**src/rtl/cnn_mac_pkg.sv**
```systemverilog
// Shared widths, the multiplier stage record and the output clamp for cnn_mac_pipe.
// mac_stage_t and sat_fn are sized from the defaults here, so top-level overrides must keep them consistent.
package cnn_mac_pkg;
  localparam int A_W_DEF       = 14;
  localparam int B_W_DEF       = 6;
  localparam int ACC_W_DEF     = 32;
  localparam int OUT_W_DEF     = 20;
  localparam int NUM_STAGE_DEF = 2;
  localparam int PROD_W        = A_W_DEF + B_W_DEF + 1;

  typedef struct packed {
    logic                     valid;
    logic                     last;
    logic signed [PROD_W-1:0] prod;
  } mac_stage_t;

  // Returns {ovf, data}: the window sum clamped to the signed OUT_W range.
  function automatic logic [OUT_W_DEF:0] sat_fn(input logic signed [ACC_W_DEF-1:0] acc);
    logic signed [ACC_W_DEF-1:0] hi, lo;
    hi = '0;
    hi[OUT_W_DEF-2:0] = '1;
    lo = ~hi;
    if (acc > hi) return {1'b1, hi[OUT_W_DEF-1:0]};
    if (acc < lo) return {1'b1, lo[OUT_W_DEF-1:0]};
    return {1'b0, acc[OUT_W_DEF-1:0]};
  endfunction
endpackage

```
**src/rtl/cnn_mac_mul_stage.sv**
```systemverilog
// Registered signed x unsigned multiplier, NUM_STAGE deep, frozen while hold_i is high.
module cnn_mac_mul_stage
  import cnn_mac_pkg::*;
#(
  parameter int A_W       = A_W_DEF,
  parameter int B_W       = B_W_DEF,
  parameter int NUM_STAGE = NUM_STAGE_DEF
) (
  input  logic           ap_clk,
  input  logic           ap_rst_n,
  input  logic           hold_i,
  input  logic           vld_i,
  input  logic           last_i,
  input  logic [A_W-1:0] a_i,
  input  logic [B_W-1:0] b_i,
  output mac_stage_t     stage_o
);
  localparam int P_W = A_W + B_W + 1;

  logic signed [P_W-1:0]                 prod_d;
  logic [NUM_STAGE:1]                    vld_pipe, last_pipe;
  logic [NUM_STAGE:1][P_W-1:0]           prod_pipe;

  // Zero-extending B keeps the weight unsigned inside a fully signed multiply.
  assign prod_d = $signed(a_i) * $signed({1'b0, b_i});

  always_ff @(posedge ap_clk or negedge ap_rst_n) begin
    if (!ap_rst_n) begin
      vld_pipe  <= '0;
      last_pipe <= '0;
    end else if (!hold_i) begin
      for (int s = NUM_STAGE; s > 1; s--) begin
        vld_pipe[s]  <= vld_pipe[s-1];
        last_pipe[s] <= last_pipe[s-1];
      end
      vld_pipe[1]  <= vld_i;
      last_pipe[1] <= last_i;
    end
  end

  // Data path left unreset so it can be absorbed into the DSP pipeline registers.
  always_ff @(posedge ap_clk) begin
    if (!hold_i) begin
      for (int s = NUM_STAGE; s > 1; s--) prod_pipe[s] <= prod_pipe[s-1];
      prod_pipe[1] <= prod_d;
    end
  end

  always_comb begin
    stage_o       = '0;
    stage_o.valid = vld_pipe[NUM_STAGE];
    stage_o.last  = last_pipe[NUM_STAGE];
    stage_o.prod  = $signed(prod_pipe[NUM_STAGE]);
  end
endmodule

```
**src/rtl/cnn_mac_pipe.sv**
```systemverilog
// Windowed MAC: multiplier pipeline, accumulator and a single output register with valid/ready.
// Define CNN_MAC_SAT_EN to clamp out_data to the OUT_W range and report it on out_ovf.
module cnn_mac_pipe
  import cnn_mac_pkg::*;
#(
  parameter int A_W       = A_W_DEF,
  parameter int B_W       = B_W_DEF,
  parameter int ACC_W     = ACC_W_DEF,
  parameter int OUT_W     = OUT_W_DEF,
  parameter int NUM_STAGE = NUM_STAGE_DEF
) (
  input  logic             ap_clk,
  input  logic             ap_rst_n,
  input  logic             in_valid,
  output logic             in_ready,
  input  logic [A_W-1:0]   in_a,
  input  logic [B_W-1:0]   in_b,
  input  logic             in_last,
  output logic             out_valid,
  input  logic             out_ready,
  output logic [OUT_W-1:0] out_data,
  output logic             out_ovf
);
  mac_stage_t          st;
  logic                stall, accept;
  logic [ACC_W-1:0]    acc_q, acc_d;
  logic                first_q;
  logic                out_valid_q, out_ovf_q;
  logic [OUT_W-1:0]    out_data_q;
  logic [OUT_W:0]      res_d;

  // A held result freezes the whole pipe, so in_ready never depends on in_valid.
  assign stall    = out_valid_q & ~out_ready;
  assign in_ready = ~stall;
  assign accept   = in_valid & ~stall;

  cnn_mac_mul_stage #(.A_W(A_W), .B_W(B_W), .NUM_STAGE(NUM_STAGE)) u_mul (
    .ap_clk   (ap_clk),
    .ap_rst_n (ap_rst_n),
    .hold_i   (stall),
    .vld_i    (accept),
    .last_i   (in_last),
    .a_i      (in_a),
    .b_i      (in_b),
    .stage_o  (st)
  );

  always_comb begin
    acc_d = (first_q ? '0 : acc_q) + {{(ACC_W-PROD_W){st.prod[PROD_W-1]}}, st.prod};
`ifdef CNN_MAC_SAT_EN
    res_d = sat_fn(acc_d);
`else
    res_d = {1'b0, acc_d[OUT_W-1:0]};
`endif
  end

  always_ff @(posedge ap_clk or negedge ap_rst_n) begin
    if (!ap_rst_n) begin
      acc_q       <= '0;
      first_q     <= 1'b1;
      out_valid_q <= 1'b0;
      out_data_q  <= '0;
      out_ovf_q   <= 1'b0;
    end else if (!stall) begin
      if (st.valid) begin
        acc_q   <= acc_d;
        first_q <= st.last;
      end
      // A completing window reloads the output even while the old one is taken: no bubble.
      if (st.valid && st.last) begin
        out_valid_q <= 1'b1;
        out_data_q  <= res_d[OUT_W-1:0];
        out_ovf_q   <= res_d[OUT_W];
      end else if (out_ready) begin
        out_valid_q <= 1'b0;
      end
    end
  end

  assign out_valid = out_valid_q;
  assign out_data  = out_data_q;
  assign out_ovf   = out_ovf_q;
endmodule

```
**config.mk**
```make
export PLATFORM = sky130hd
export DESIGN_NAME = cnn_mac_pipe
export DESIGN_NICKNAME = d
export VERILOG_FILES = /design/src/rtl/cnn_mac_pkg.sv /design/src/rtl/cnn_mac_mul_stage.sv /design/src/rtl/cnn_mac_pipe.sv
export SDC_FILE = /design/constraint.sdc
export NUM_CORES = 1
export LEC_CHECK = 0
export BUFFER_PORTS_ARGS = -buffer_cell sky130_fd_sc_hd__buf_2
export CELL_PAD_IN_SITES_DETAIL_PLACEMENT = 0
export CELL_PAD_IN_SITES_GLOBAL_PLACEMENT = 1
export CORE_MARGIN = 1.5
export CORE_UTILIZATION = 52
export CTS_BUF_LIST = sky130_fd_sc_hd__clkbuf_2
export CTS_CLUSTER_DIAMETER = 100
export DETAILED_ROUTE_END_ITERATION = 16
export MAX_ROUTING_LAYER = met4
export PLACE_DENSITY = 0.95
export SLEW_MARGIN = 25
export SYNTH_ARGS = -nofsm -noshare
export SYNTH_HDL_FRONTEND = slang
export SYNTH_SLANG_ARGS = --single-unit
```
**constraint.sdc**
```tcl
create_clock -name ap_clk -period 8.75 [get_ports ap_clk]
set_clock_uncertainty 0.15 [all_clocks]
set_input_delay 1.3125 -clock ap_clk [delete_from_list [all_inputs] [get_ports ap_clk]]
set_output_delay 1.3125 -clock ap_clk [all_outputs]
set_load 0.1 [all_outputs]
```
# == After elaboration in Yosys (flattened, before gate mapping) ==
# Index checks and enable logic that the tools add are counted.
# classes
n_addsub,1
mul,1
muxes,3
bitwise_logic,4
n_reduce_logical,5
# op_table
cell,count
32-bit adder,1
32-bit 2-to-1 mux,1
14-bit by 7-bit multiplier with 21-bit output,1
2-bit AND reduction,3
1-bit AND,2
1-bit 2-to-1 mux,2
1-bit inverter,2
2-bit nonzero test,1
1-bit logical AND,1
# totals
reg_bits,100
in_bits,25
out_inout_bits,23
wordCells,22

# == Depth between registers and ports, before layout ==
# Gate-level depths: netlist of run 1.
# logic_depth
word_depth,4
depth_mapped,19
ltp_nobuf,18

# == Hierarchy ==
# From an unflattened synthesis of run 1, not the netlist that was laid out.
# unflattened
hier_cells,715
hier_area_um2,7487.2
# by_module_without_submodules
module,n_inst,cells_each,area_per_inst_um2,seq_area_each_um2
cnn_mac_mul_stage,1,448,4805.9,1361.3
cnn_mac_pipe,1,267,2681.3,1052.3

# == Worst setup path before layout of run 1 ==
# OpenSTA, ideal clock, no wires.
# synth_timing
path_type,input to register
start,input in_b[3]
end,"register u_mul.prod_pipe[19] (netlist bit), data pin"
setup_time_ps,260
t_arrival_ps,5501
required_ps,8340
slack_ps,2839
cell_stages,18
path_buffers,1
cell_sequence,clkbuf_1 > and2_1 > fa_1 > inv_1 > fa_1 > inv_1 > fa_1 > inv_1 > fa_1 > inv_1 > ha_1 > o21ai_0 > a21oi_1 > a211oi_1 > o41ai_1 > a221o_1 > a21oi_1 > xnor2_1
# synth_between
elab_chain_len,1
# synth_rtl
element,line,source
start: declaration,cnn_mac_pipe.sv:17,"input logic [B_W-1:0] in_b,"
14-bit by 7-bit multiplier with 21-bit output,cnn_mac_mul_stage.sv:25,"assign prod_d = $signed(a_i) * $signed({1'b0, b_i});"
via u_mul.prod_d[19],cnn_mac_mul_stage.sv:20,logic signed [P_W-1:0] prod_d;
end: declaration,cnn_mac_mul_stage.sv:22,logic [NUM_STAGE:1][P_W-1:0] prod_pipe;
# The timed path passes the listed nets, and every way through them passes these cells.
# A chain may end at the register's enable or synchronous reset.

# == Worst setup path in the final report of run 1 ==
# Ends and elaborated chain as after synthesis.

==> results of run 1 <==
==> kinds of logic (layout without fill, tap and decap cells) <==
family	after synthesis	after routing	share of synthesized area (%)
xor gates and xnor gates	36	36	4.53
adders and majority gates	116	116	27.1
AOI/OAI and AO/OA	94	94	8.65
and+or+nand+nor	187	187	14.2
other	1	1	0.0539
DFF	86	86	33.8
muxes	37	37	6.04
buffers and inverters	101	149	5.50
==> routing by layer <==
metal  up-vias  track usage [%]  wire, um  share of wire, %
li1       2260                -         -                 -
met1      2184             23.7      5660                46
met2        67             32.8      6040                49
met3         8             2.27       372               3.0
met4         0             6.25       138               1.1
met5         -                -         0                 0
==> flip-flops by register name, summed over array words and instances, names as in the netlist <==
signal / flops
u_mul.last_pipe: 2
out_data: 20
first_q: 1
u_mul.stage_o: 20
u_mul.vld_pipe: 2
u_mul.prod_pipe: 20
acc_q: 20
out_valid: 1
==> cells in the mapped netlist, types with 2 or more instances <==
library cell,count
nor2b_1,25
o211ai_1,3
a211oi_1,2
nand2_1,47
o21a_1,3
a21o_1,15
inv_1,86
o31a_1,2
xnor2_1,25
a21boi_0,2
clkbuf_1,13
o21ai_0,23
nand3_1,6
edfxtp_1,40
nand2b_1,4
o31ai_1,3
ha_1,58
and2_1,67
a31oi_1,2
nor3_1,6
fa_1,58
and3_1,3
or3_1,5
a21oi_1,30
xor2_1,11
a221o_1,2
mux2_2,36
nor2_1,19
dfrtp_1,45
or2_2,2
==> cells in the final DEF (no fill, tap or decap), types with 30 or more instances in the layout <==
| cell | count |
|---|---|
| and2_1 | 67 |
| a21oi_1 | 30 |
| mux2_2 | 36 |
| nand2_1 | 47 |
| fa_1 | 58 |
| buf_2 | 45 |
| dfrtp_1 | 45 |
| ha_1 | 58 |
| inv_1 | 86 |
| edfxtp_1 | 40 |
==> per-stage QoR <==
| stage | setup WS [ns] | utilization (%) | cells | cell area (um^2) |
|---|---|---|---|---|
| floorplan | 2.84 | - | 658 | 6960 |
| detailed placement | 2.40 | 56.0 | 866 | 7360 |
| finish | 3.02 | 57.0 | 882 | 7480 |
| CTS | 3.07 | 56.9 | 882 | 7470 |
| global placement | 2.54 | 56.0 | 866 | 7360 |
| global route | 2.83 | 57.0 | 882 | 7480 |
==> worst paths after layout <==
kind | end | from | slack, ns
min reg2reg | u_mul.stage_o[12] | u_mul.prod_pipe[12] | 0.29
min in group asynchronous | acc_q[6] | ap_rst_n | 0.56
max in group asynchronous | out_data[16] | ap_rst_n | 7.47
max reg2reg | acc_q[19] | first_q | 5.13
min | u_mul.stage_o[12] | u_mul.prod_pipe[12] | 0.29
max | u_mul.prod_pipe[19] | in_b[3] | 3.02
==> layout make-up <==
cell class	instances	area [um^2]
fill	1145	5660
multi-input combinational	471	4230
sequential	86	2350
inverter	86	323
timing repair buffer	47	240
tap	176	220
clock inverter	6	68.8
clock buffer	10	50.0
==> run_results.csv, run 1 <==
group,metric,value,unit
outcome,status,"finished, final reports clean",
cts,clock-sinks,86,
cts,cts_made_buffers,9,
route,ant_nets,0,
placed_design,place_congestion,0.887,
route,wl,12.2,mm
synth,syn_inst,658,
cells_and_area,area_growth,7.57,%
timing,hold_violations,0,
timing,rsz0062_at_grt,"false",
cells_and_area,fin_nets,842,
global_route,grt-ovfl-total,0,
cts,clockBufferDepth,2,
route,via_per_inst,5.12,
synth,ys_ff_latch,86,
timing,hold_ws,0.286,ns
worst_setup_path,cp.depth,18,
worst_setup_path,slowest_stage,"o41ai_1",
floorplanning,coreArea,13100,um^2
global_route,grt_max_degree,49,
cells_and_area,antenna_cells,0,
timing,worst_pin_slew,0.949,ns
worst_setup_path,path_max_fanout,14,
timing,layout_worst_path_cycle_share,65.5,%
worst_setup_path,critical-path-top-delay-family,"adder cells",
worst_setup_path,crit_path_start_kind,"primary input",
worst_setup_path,path_class,"primary input to register",
timing,setup_viol,0,
worst_setup_path,crit_required,8.95,ns
placed_design,io_buffers,46,
synth,synth_edf_count,40,
synth,synth.largest_area_cell,"edfxtp_1",
synth,async_flop_share,53.5,%
worst_setup_path,endpoint_kind,"register",
route,drcViolationCount,0,
synth,netlist_area,6960,um^2
synth,yosys_warnings,0,
worst_setup_path,rr_worst_depth,11,
synth,syn_avg_cell_area,10.6,um^2
run,cap_viol_max_count,0,
min_path,hp-class,"register to register",
synth,synth_ff_type,"dfrtp_1",
cts,cts_resized,0,
route,drtIter0Drc,225,
synth,synth_seq_area_share,33.8,%
floorplanning,rows,42,
worst_setup_path,worst-path-buf-inv,5,
cts,cts_tree,"done",
synth,post-synth-top-area-fraction,17.3,%
route,firstDrtPassIters,4,
floorplanning,ios,48,
cts,cts_hold_buffers,0,
synth,synth.distinct_cells,45,
worst_setup_path,critPathArrivalTime,5.93,ns
floorplanning,dieArea,14100,um^2
synth,synth_area_leaders,"edfxtp_1 (17%), fa_1 (17%), dfrtp_1 (16%), ha_1 (10%), and2_1 (6.0%)",
cts,cts-root-buf,"clkbuf_2",
synth,synth_nets,799,
timing,tns,0,ns
timing,slew_viol_final,0,
route,wire_per_inst,13.8,um
timing,fin_crit,5.73,ns
worst_setup_path,cp_cell_sequence,"buf_2 -> and2_1 -> fa_1 -> inv_1 -> fa_1 -> inv_1 -> fa_1 -> inv_1 -> fa_1 -> inv_1 -> ha_1 -> o21ai_0 -> a21oi_1 -> a211oi_1 -> o41ai_1 -> a221o_1 -> a21oi_1 -> xnor2_1",
worst_setup_path,critical-path-max-stage-delay,0.70,ns
cells_and_area,drive_gt1_share,15.2,%
global_route,grt_pass1_wl,21.3,mm
floorplanning,initial_utilization,52.9,%
cts,htree_levels,3,
timing,slew_headroom,36.6,%
route,vias,4519,
cts,cts_setup_buffers,0,
cts,insertion_delay,0.56,ns
placed_design,hpwl,9.77,mm
floorplanning,die_h,119,um
global_route,grt_pass1_vias,4755,
floorplanning,chipWidth,119,um
global_route,antenna_found_initial,0,
min_path,hold_depth,0,
global_route,track_usage,19.1,%
cts,cts.clk_slew.worst_paths,0.23,ns
timing,timing.fmax,175,MHz
Power of run 1 is left out: the tool's default activity adds up to more than one toggle a clock period on the data nets, which glitch-free logic cannot reach.
==> inputs of run 2 (changes only) <==
CORE_UTILIZATION = 46   (was 52)
PLACE_DENSITY = 0.91   (was 0.95)
clock period = 5 ns   (was 8.75 ns; I/O delays follow)
==> run 2 against run 1 <==
  * Sequential cell count unchanged
  * Design area up 6.3%
  * Routed wire length up 0.78%
  * Via count up 4.3%
  * Largest cell class unchanged
  * Highest routed layer unchanged
==> run_results.csv, run 2 (same netlist as run 1, synthesis figures left out) <==
group,metric,value,unit
placed_design,dp_slack,-0.289,ns
cts,clockBufferDepth,2,
cts,cts-root-buf,"clkbuf_2",
cells_and_area,drive_gt1_share,22.8,%
global_route,grt_pass1_vias,4871,
timing,layout_worst_path_cycle_share,93.6,%
cts,cts_made_buffers,9,
min_path,hold_depth,2,
global_route,grt_pass1_wl,21.3,mm
cells_and_area,fin_nets,892,
floorplanning,rows,44,
cells_and_area,final_common_cell,"inv_1",
cells_and_area,area_growth,14.3,%
global_route,antenna_found_initial,0,
floorplanning,ios,48,
timing,slew_viol_final,0,
worst_setup_path,critical-path-max-stage-delay,0.56,ns
placed_design,place_congestion,0.896,
timing,slew_headroom,36.1,%
worst_setup_path,crit_path_start_kind,"primary input",
worst_setup_path,slowest_stage,"fa_1",
route,via_per_inst,5.01,
cells_and_area,antenna_cells,0,
timing,fin_crit,4.68,ns
route,firstDrtPassIters,6,
worst_setup_path,path_class,"primary input to register",
cts,cts_tree,"done",
timing,rsz0062_at_grt,"false",
timing,setup_viol,0,
cells_and_area,final_cell_mix,"inv_1 (86), and2_1 (62), fa_1 (58)",
min_path,hp-class,"primary input to register",
route,vias,4714,
route,wl_met2,5.98,mm
floorplanning,chipWidth,126,um
worst_setup_path,r2r-start,"first_q",
route,wire_per_inst,13.1,um
min_path,hold_start,"in_valid",
worst_setup_path,rrSetupSlack,1.34,ns
timing,timing.fmax,214,MHz
worst_setup_path,endpoint_kind,"register",
placed_design,dp_cells,923,
floorplanning,die_h,126,um
timing,hold_violations,0,
route,wl,12.3,mm
worst_setup_path,critPathArrivalTime,4.86,ns
global_route,grt_max_degree,48,
floorplanning,coreArea,14600,um^2
cts,cts.clk_slew.worst_paths,0.24,ns
timing,worst_pin_slew,0.956,ns
worst_setup_path,rr_worst_depth,11,
worst_setup_path,cp_cell_sequence,"buf_2 -> and2_1 -> fa_1 -> fa_1 -> fa_1 -> inv_1 -> fa_1 -> inv_1 -> ha_4 -> a21o_1 -> a21oi_1 -> o21ai_0 -> a211oi_2 -> o41ai_2 -> a221o_1 -> a21oi_2 -> xnor2_1",
floorplanning,initial_utilization,47.5,%
route,drtIter0Drc,143,
route,wl_met1,5.88,mm
global_route,track_usage,16.8,%
route,top_layer,"met4",
global_route,grt-ovfl-total,0,
timing,layout_setup_ws,0.320,ns
min_path,hold_path_end,"u_mul.vld_pipe[1]",
route,wl_met3,289,um
outcome,status,"finished, final reports clean",
worst_setup_path,timing.rr.end,"acc_q[19]",
floorplanning,dieArea,15900,um^2
cells_and_area,final_cells,940,
cts,clock-sinks,86,
cts,insertion_delay,0.55,ns
route,drcViolationCount,0,
worst_setup_path,path_max_fanout,8,
timing,tns,0,ns
placed_design,hpwl,9.98,mm
run,cap_viol_max_count,0,
route,ant_nets,0,
worst_setup_path,cpMostUsedCell,"fa_1",
worst_setup_path,crit_required,5.18,ns
cts,htree_levels,3,
placed_design,io_buffers,46,
==> run 2: cell count changes in the layout (fill, tap and decap cells not counted), moves of 2 or more <==
cell | before | now
and2_4 | 0 | 5
a21oi_2 | 0 | 3
and2_1 | 67 | 62
ha_2 | 0 | 2
buf_4 | 2 | 51
ha_1 | 58 | 53
a21oi_1 | 30 | 27
o21ai_0 | 23 | 21
ha_4 | 0 | 3
==> run 2: how the worst max path moves through the flow <==
stage / from / endpoint / cells past startpoint
after floorplan: in_b[3] / u_mul.prod_pipe[19] / 18
after global placement: in_b[3] / u_mul.prod_pipe[19] / 17
after detailed placement: in_b[3] / u_mul.prod_pipe[19] / 17
after CTS: in_b[3] / u_mul.prod_pipe[19] / 17
after global routing: in_b[3] / u_mul.prod_pipe[19] / 17
final: in_b[3] / u_mul.prod_pipe[19] / 17
==> run 2: repair_timing <==
| item | in CTS | in global routing |
|---|---|---|
| hold buffers | 0 | 1 |
| setup buffers | 0 | 0 |
| gates resized for setup | 0 | 0 |
| hold endpoints to repair | 0 | 8 |
==> run 2: routing by layer <==
| layer | track usage (%) | vias up |
|---|---|---|
| li1 | - | 2362 |
| met1 | 21.1 | 2269 |
| met2 | 29.1 | 68 |
| met3 | 1.95 | 15 |
| met5 | - | - |
| met4 | 4.46 | 0 |
==> run 2: final cells by class <==
cell class                 count  area, um^2
inverter                      86         323
clock buffer                  10        50.0
tap                          184         230
clock inverter                 6        67.6
multi-input combinational    471        4310
timing repair buffer          97         618
sequential                    86        2350
fill                        1318        6690
==> run 2: critical path: cells and delay by family <==
family	cells	cell delay [ns]
compound gates	7	1.25
buf+inv	3	0.27
fa+ha+maj	5	2.31
xor+xnor	1	0.07
simple gates	1	0.19
==> run 2: stage by stage <==
| step | utilization, % | hold WS (ns) | cell area, um^2 |
|---|---|---|---|
| 2_1_floorplan | - | 0.250 | 7060 |
| 4_1_cts | 54.2 | 0.188 | 7940 |
| 6_report | 54.3 | 0.249 | 7950 |
| 3_3_place_gp | 53.4 | 0.251 | 7820 |
| 3_5_place_dp | 53.4 | 0.255 | 7820 |
| 5_1_grt | 54.3 | 0.204 | 7950 |
Power of run 2 is left out for the same reason.
